==> src/rtl/tc_bank.sv <==
// tc_bank: NUM_CH independent down-counting timers behind one word-addressed register window.
// Optional macro TC_PRESCALE_EN adds a per-channel 16-bit prescaler at offset 3 bits[31:16].
module tc_bank #(
   parameter int          NUM_CH    = 2,
   parameter logic [31:0] BASE_ADDR = 32'h0000_7F00,
   parameter int          CNT_W     = 32
) (
   input  logic              clk,
   input  logic              reset,
   input  logic [29:0]       Addr,
   input  logic              WE,
   input  logic [31:0]       Din,
   output logic [31:0]       Dout,
   output logic [NUM_CH-1:0] IRQ
);

   typedef enum logic [1:0] {S_IDLE, S_LOAD, S_CNT, S_INT} state_t;

   logic [31:0] w_off;
   logic        w_hit;
   logic [2:0]  w_ch;
   logic [1:0]  w_reg;
   logic [31:0] w_chRd [NUM_CH];

   // Addresses below BASE_ADDR wrap to huge offsets, so one compare covers both ends.
   assign w_off = {Addr, 2'b00} - BASE_ADDR;
   assign w_hit = (w_off < 32'(16 * NUM_CH));
   assign w_ch  = w_off[6:4];
   assign w_reg = w_off[3:2];

   for (genvar g = 0; g < NUM_CH; g++) begin : gCh
      state_t           r_state, w_next;
      logic             r_en, r_im, r_pend;
      logic [1:0]       r_mode;
      logic [CNT_W-1:0] r_preset, r_count;
      logic             w_sel, w_wrCtrl, w_wrPreset, w_wrStatus, w_abort, w_tick;
      logic             w_load, w_dec, w_zero, w_setPend, w_hwClrEn;
      logic [15:0]      w_prescaleRd;
      logic [31:0]      w_rd;

      assign w_sel      = WE && w_hit && (w_ch == 3'(g));
      assign w_wrCtrl   = w_sel && (w_reg == 2'd0);
      assign w_wrPreset = w_sel && (w_reg == 2'd1);
      assign w_wrStatus = w_sel && (w_reg == 2'd3);
      // A CTRL write clearing EN stops a running channel on the very next cycle.
      assign w_abort    = w_wrCtrl && !Din[0];

`ifdef TC_PRESCALE_EN
      logic [15:0] r_prescale, r_psCnt;

      assign w_tick       = (r_psCnt >= r_prescale);
      assign w_prescaleRd = r_prescale;

      always_ff @(posedge clk) begin
         if (reset) begin
            r_prescale <= '0;
            r_psCnt    <= '0;
         end else begin
            if (w_wrStatus) r_prescale <= Din[31:16];
            if (r_state == S_LOAD) r_psCnt <= '0;
            else if (r_state == S_CNT) r_psCnt <= w_tick ? 16'd0 : r_psCnt + 16'd1;
         end
      end
`else
      assign w_tick       = 1'b1;
      assign w_prescaleRd = '0;
`endif

      always_ff @(posedge clk) begin
         if (reset) r_state <= S_IDLE;
         else       r_state <= w_next;
      end

      always_comb begin
         w_next = r_state;
         case (r_state)
            S_IDLE: if (r_en) w_next = S_LOAD;
            S_LOAD: w_next = (!r_en || w_abort) ? S_IDLE : S_CNT;
            S_CNT: begin
               if (!r_en || w_abort)           w_next = S_IDLE;
               else if (r_count <= CNT_W'(1))  w_next = S_INT;
            end
            S_INT:  w_next = (r_mode == 2'b01) ? S_LOAD : S_IDLE;
            default: w_next = S_IDLE;
         endcase
      end

      always_comb begin
         w_load    = (r_state == S_LOAD) && r_en && !w_abort;
         w_dec     = (r_state == S_CNT) && r_en && !w_abort && (r_count > CNT_W'(1)) && w_tick;
         w_zero    = (r_state == S_CNT) && r_en && !w_abort && (r_count <= CNT_W'(1));
         w_setPend = (r_state == S_INT);
         w_hwClrEn = (r_state == S_INT) && (r_mode != 2'b01);
      end

      // Software CTRL writes beat the one-shot EN clear; a hardware PEND set beats W1C.
      always_ff @(posedge clk) begin
         if (reset) begin
            r_en     <= 1'b0;
            r_mode   <= 2'b00;
            r_im     <= 1'b0;
            r_preset <= '0;
            r_count  <= '0;
            r_pend   <= 1'b0;
         end else begin
            if (w_wrCtrl) begin
               r_en   <= Din[0];
               r_mode <= Din[2:1];
               r_im   <= Din[3];
            end else if (w_hwClrEn) begin
               r_en <= 1'b0;
            end
            if (w_wrPreset) r_preset <= Din[CNT_W-1:0];
            if (w_load)      r_count <= r_preset;
            else if (w_dec)  r_count <= r_count - CNT_W'(1);
            else if (w_zero) r_count <= '0;
            if (w_setPend)                  r_pend <= 1'b1;
            else if (w_wrStatus && Din[0])  r_pend <= 1'b0;
         end
      end

      always_comb begin
         w_rd = '0;
         case (w_reg)
            2'd0: w_rd = {28'd0, r_im, r_mode, r_en};
            2'd1: w_rd = 32'(r_preset);
            2'd2: w_rd = 32'(r_count);
            default: w_rd = {w_prescaleRd, 15'd0, r_pend};
         endcase
      end

      assign w_chRd[g] = w_rd;
      assign IRQ[g]    = r_pend & r_im;
   end

   always_comb begin
      Dout = '0;
      for (int i = 0; i < NUM_CH; i++) begin
         if (w_hit && (w_ch == 3'(i))) Dout = w_chRd[i];
      end
   end

endmodule

==> config.mk <==
export PLATFORM = sky130hd
export DESIGN_NAME = tc_bank
export DESIGN_NICKNAME = d
export VERILOG_FILES = /design/src/rtl/tc_bank.sv
export SDC_FILE = /design/constraint.sdc
export NUM_CORES = 1
export LEC_CHECK = 0
export ABC_AREA = 1
export BUFFER_PORTS_ARGS = -buffer_cell sky130_fd_sc_hd__clkbuf_2
export CORE_MARGIN = 1
export CORE_UTILIZATION = 45
export CTS_BUF_LIST = sky130_fd_sc_hd__clkbuf_8
export DETAILED_ROUTE_END_ITERATION = 10
export GPL_TIMING_DRIVEN = 0
export PLACE_DENSITY = 0.66
export SYNTH_ARGS = -nofsm -noshare
export SYNTH_HDL_FRONTEND = slang
export SYNTH_SLANG_ARGS = --single-unit
==> constraint.sdc <==
create_clock -name clk -period 2.3 [get_ports clk]
set_clock_uncertainty 0.15 [all_clocks]
set_input_delay 0.23 -clock clk [delete_from_list [all_inputs] [get_ports clk]]
set_output_delay 0.23 -clock clk [all_outputs]
set_load 0.1 [all_outputs]
==> impl_metrics.tcl <==
set metrics [dict create \
    grt-ovfl-total 0 \
    cts.path.max_buffers 2 \
    cts_num_sinks 142 \
    vias 10800 \
    setup_slack_ns -0.544 \
    synth_warnings 0 \
    die_area_um2 21300 \
    vias_per_cell 5.41 \
    placed_cells 1859 \
    worst_slew_pin_slew_ns 0.809 \
    coreArea_um2 20300 \
    endpoint_kind "output pin" \
    rsz0062_at_grt "yes" \
    fin_hold_ws_ns 0.0278 \
    syn_area_per_cell_um2 6.25 \
    clkLatencyLatePin_ns 0.47 \
    min_period_ns 2.84 \
    outcome "finished, violations left" \
    pin_count 99 \
    htree_levels 4 \
    fin_crit_sh_pct 124 \
    hpwl_mm 24.5 \
    initial_utilization_pct 45.9 \
    synth_seq_area_share_pct 30.5 \
    drv_cap 0 \
    setup_violations 39 \
    grt_pass1_vias 10100 \
    drive_gt1_share_pct 22.9 \
    drt-initial-drc-count 969 \
    cts_tree "yes" \
    synthesis.area_um2 9320 \
    crit_fanout 10 \
    synth_seq_cells 142 \
    hold_violations 0 \
    antenna_found_initial 0 \
    crit_type "input port to output pin" \
    violations "negative setup slack" \
    cp.arrival_ns 2.46 \
    final_cells 1989 \
    die_y_um 146 \
    n_antenna_cell 0 \
    firstDrtPassIters 5 \
    start_kind "input port" \
    std_cell_rows 52 \
    irDropWorstVdd_mv 0.291 \
    multiInputGateArea_um2 6060 \
    grt_use_total_pct 32.2 \
    yosysUniqueCellTypes 42 \
    area_growth_pct 38.6 \
    hold_class "input port to flip-flop" \
    pre_cts_ws_ns -1.08 \
    die_x_um 146 \
    drv_slew 0 \
    regArea_um2 2870 \
    wirelength_mm 34.5 \
    powerDensity_nw_per_um2 382 \
    detail-route-antenna-nets 0 \
    drcViolationCount 0 \
    synthCells 1492 \
    cts_root_buffer "clkbuf_8" \
    slew-limit-headroom_pct 45.6 \
    fin_nets 1775 \
    grt_pass1_wl_mm 54.0 \
    grt_max_degree 17 \
    wl_per_cell_um 17.3 \
    p_leak_nw 6.02 \
    place_congestion 0.956 \
    max_freq_ghz 0.352 \
    io_buffers 97 \
    syn_nets 1561 \
    clk_pin_slew_ns 0.08 \
    required_ns 1.92 \
    setup-tns-final_ns -15.09 \
    cts_made_buffers 17 \
    fill_cells 1830 \
]
[registers in the layout (all words and copies together) (netlist names)]
name,flops
gCh.r_im,2
gCh.r_pend,2
gCh.r_en,2
gCh.r_state,4
gCh.r_preset,64
gCh.r_count,64
gCh.r_mode,4
[cell type report]
cell class / count / share of cell area [%]
well taps: 270 / 2.62
inverters: 210 / 6.25
plain buffers: 80 / 4.19
clock inverters: 12 / 0.930
flip-flops and latches: 142 / 22.2
clock buffers: 20 / 2.13
multi-input cells: 1061 / 46.9
repair buffers: 194 / 14.7
[report_power, final]
group | internal [mW] | switching (mW)
logic | 0.142 | 0.256
registers | 2.45 | 0.000000000331
clock network | 1.04 | 1.05
[cell usage in the layout, fill, tap and decap left out, types with 5 or more instances in the layout]
master / count
nand3_1: 135
dfxtp_1: 131
nor3_2: 6
o21ai_1: 44
nor2_4: 28
nand2_2: 17
nor2_1: 192
xor2_1: 60
clkbuf_2: 65
nor2_2: 13
nand4_1: 42
clkbuf_1: 34
clkbuf_8: 29
nor3_1: 11
buf_6: 25
dfxtp_2: 5
nand3_4: 8
dfxtp_4: 6
a21oi_1: 84
inv_2: 9
a22o_4: 26
buf_8: 7
clkbuf_16: 23
nand2_1: 251
nand3_2: 12
o21ai_0: 44
inv_1: 195
buf_4: 69
o22ai_1: 48
clkinv_2: 5
dlygate4sd3_1: 32
buf_2: 6
[cell families (layout without fill, tap and decap cells)]
logic type	count (synthesis)	count (layout)	share of synthesized area, %
and+or+nand+nor	730	731	33.8
xor gates and xnor gates	62	62	5.83
adders and majority gates	4	4	0.537
buffers and inverters	290	516	12.9
AOI/OAI and AO/OA	264	264	16.4
DFF	142	142	30.5
[path summary, 6_finish.rpt]
| check | slack, ns | end | start | cells after the start |
|---|---|---|---|---|
| setup / recovery | -0.54 | Dout[0] | Addr[1] | 10 |
| hold / removal | 0.03 | gCh[1].r_state[1] | reset | 2 |
| setup reg to reg | 0.04 | gCh[1].r_count[31] | gCh[1].r_count[0] | 14 |
| hold reg to reg | 0.33 | gCh[0].r_preset[21] | gCh[0].r_preset[21] | 2 |
[per-stage QoR]
step	util (%)	instance area (um2)	total power, mW
2_1_floorplan	-	9590	2.67
3_3_place_gp	51.3	10400	2.82
3_5_place_dp	51.3	10400	2.82
4_1_cts	60.3	12200	4.91
5_1_grt	63.6	12900	5.06
6_report	63.6	12900	4.93
[synth_stat cells (all sizes together)]
master	instances	area [um2]
a211oi	1	7.51
a21oi	85	425
a22o	28	245
and2	2	12.5
and3	2	12.5
buf	33	235
clkbuf	47	179
clkinv	2	7.51
dfxtp	142	2840
ha	4	50.1
inv	208	783
nand2	269	1010
nand3	155	798
nand3b	4	30.0
nand4	42	263
nor2	232	896
nor3	19	100
nor3b	1	7.51
nor4	2	12.5
o2111ai	1	8.76
o21ai	94	485
o221ai	2	17.5
o22ai	51	319
o31ai	2	15.0
or2	1	6.26
or3	1	6.26
xnor2	2	17.5
xor2	60	526
[routing by layer]
metal	track usage, %	routed length (um)
met1	41.6	14600
met2	52.6	16100
met3	4.95	2330
met4	15.4	1460
met5	0	0
[timing repair]
action,4_1_cts,5_1_grt
setup endpoints to repair,143,163
hold buffers,32,0
pin swaps,35,47
hold endpoints to repair,68,0
gates cloned,3,2
buffers inserted,31,33
resized for setup,176,164
[worst max-delay path, stage by stage]
cell,delay [ns]
clkbuf_2,0.13
inv_1,0.08
nor2_2,0.09
inv_1,0.09
clkbuf_1,0.48
buf_1,0.49
o221ai_1,0.26
a21oi_1,0.27
o22ai_4,0.12
clkbuf_16,0.21
(Power assumes the default switching activity.)
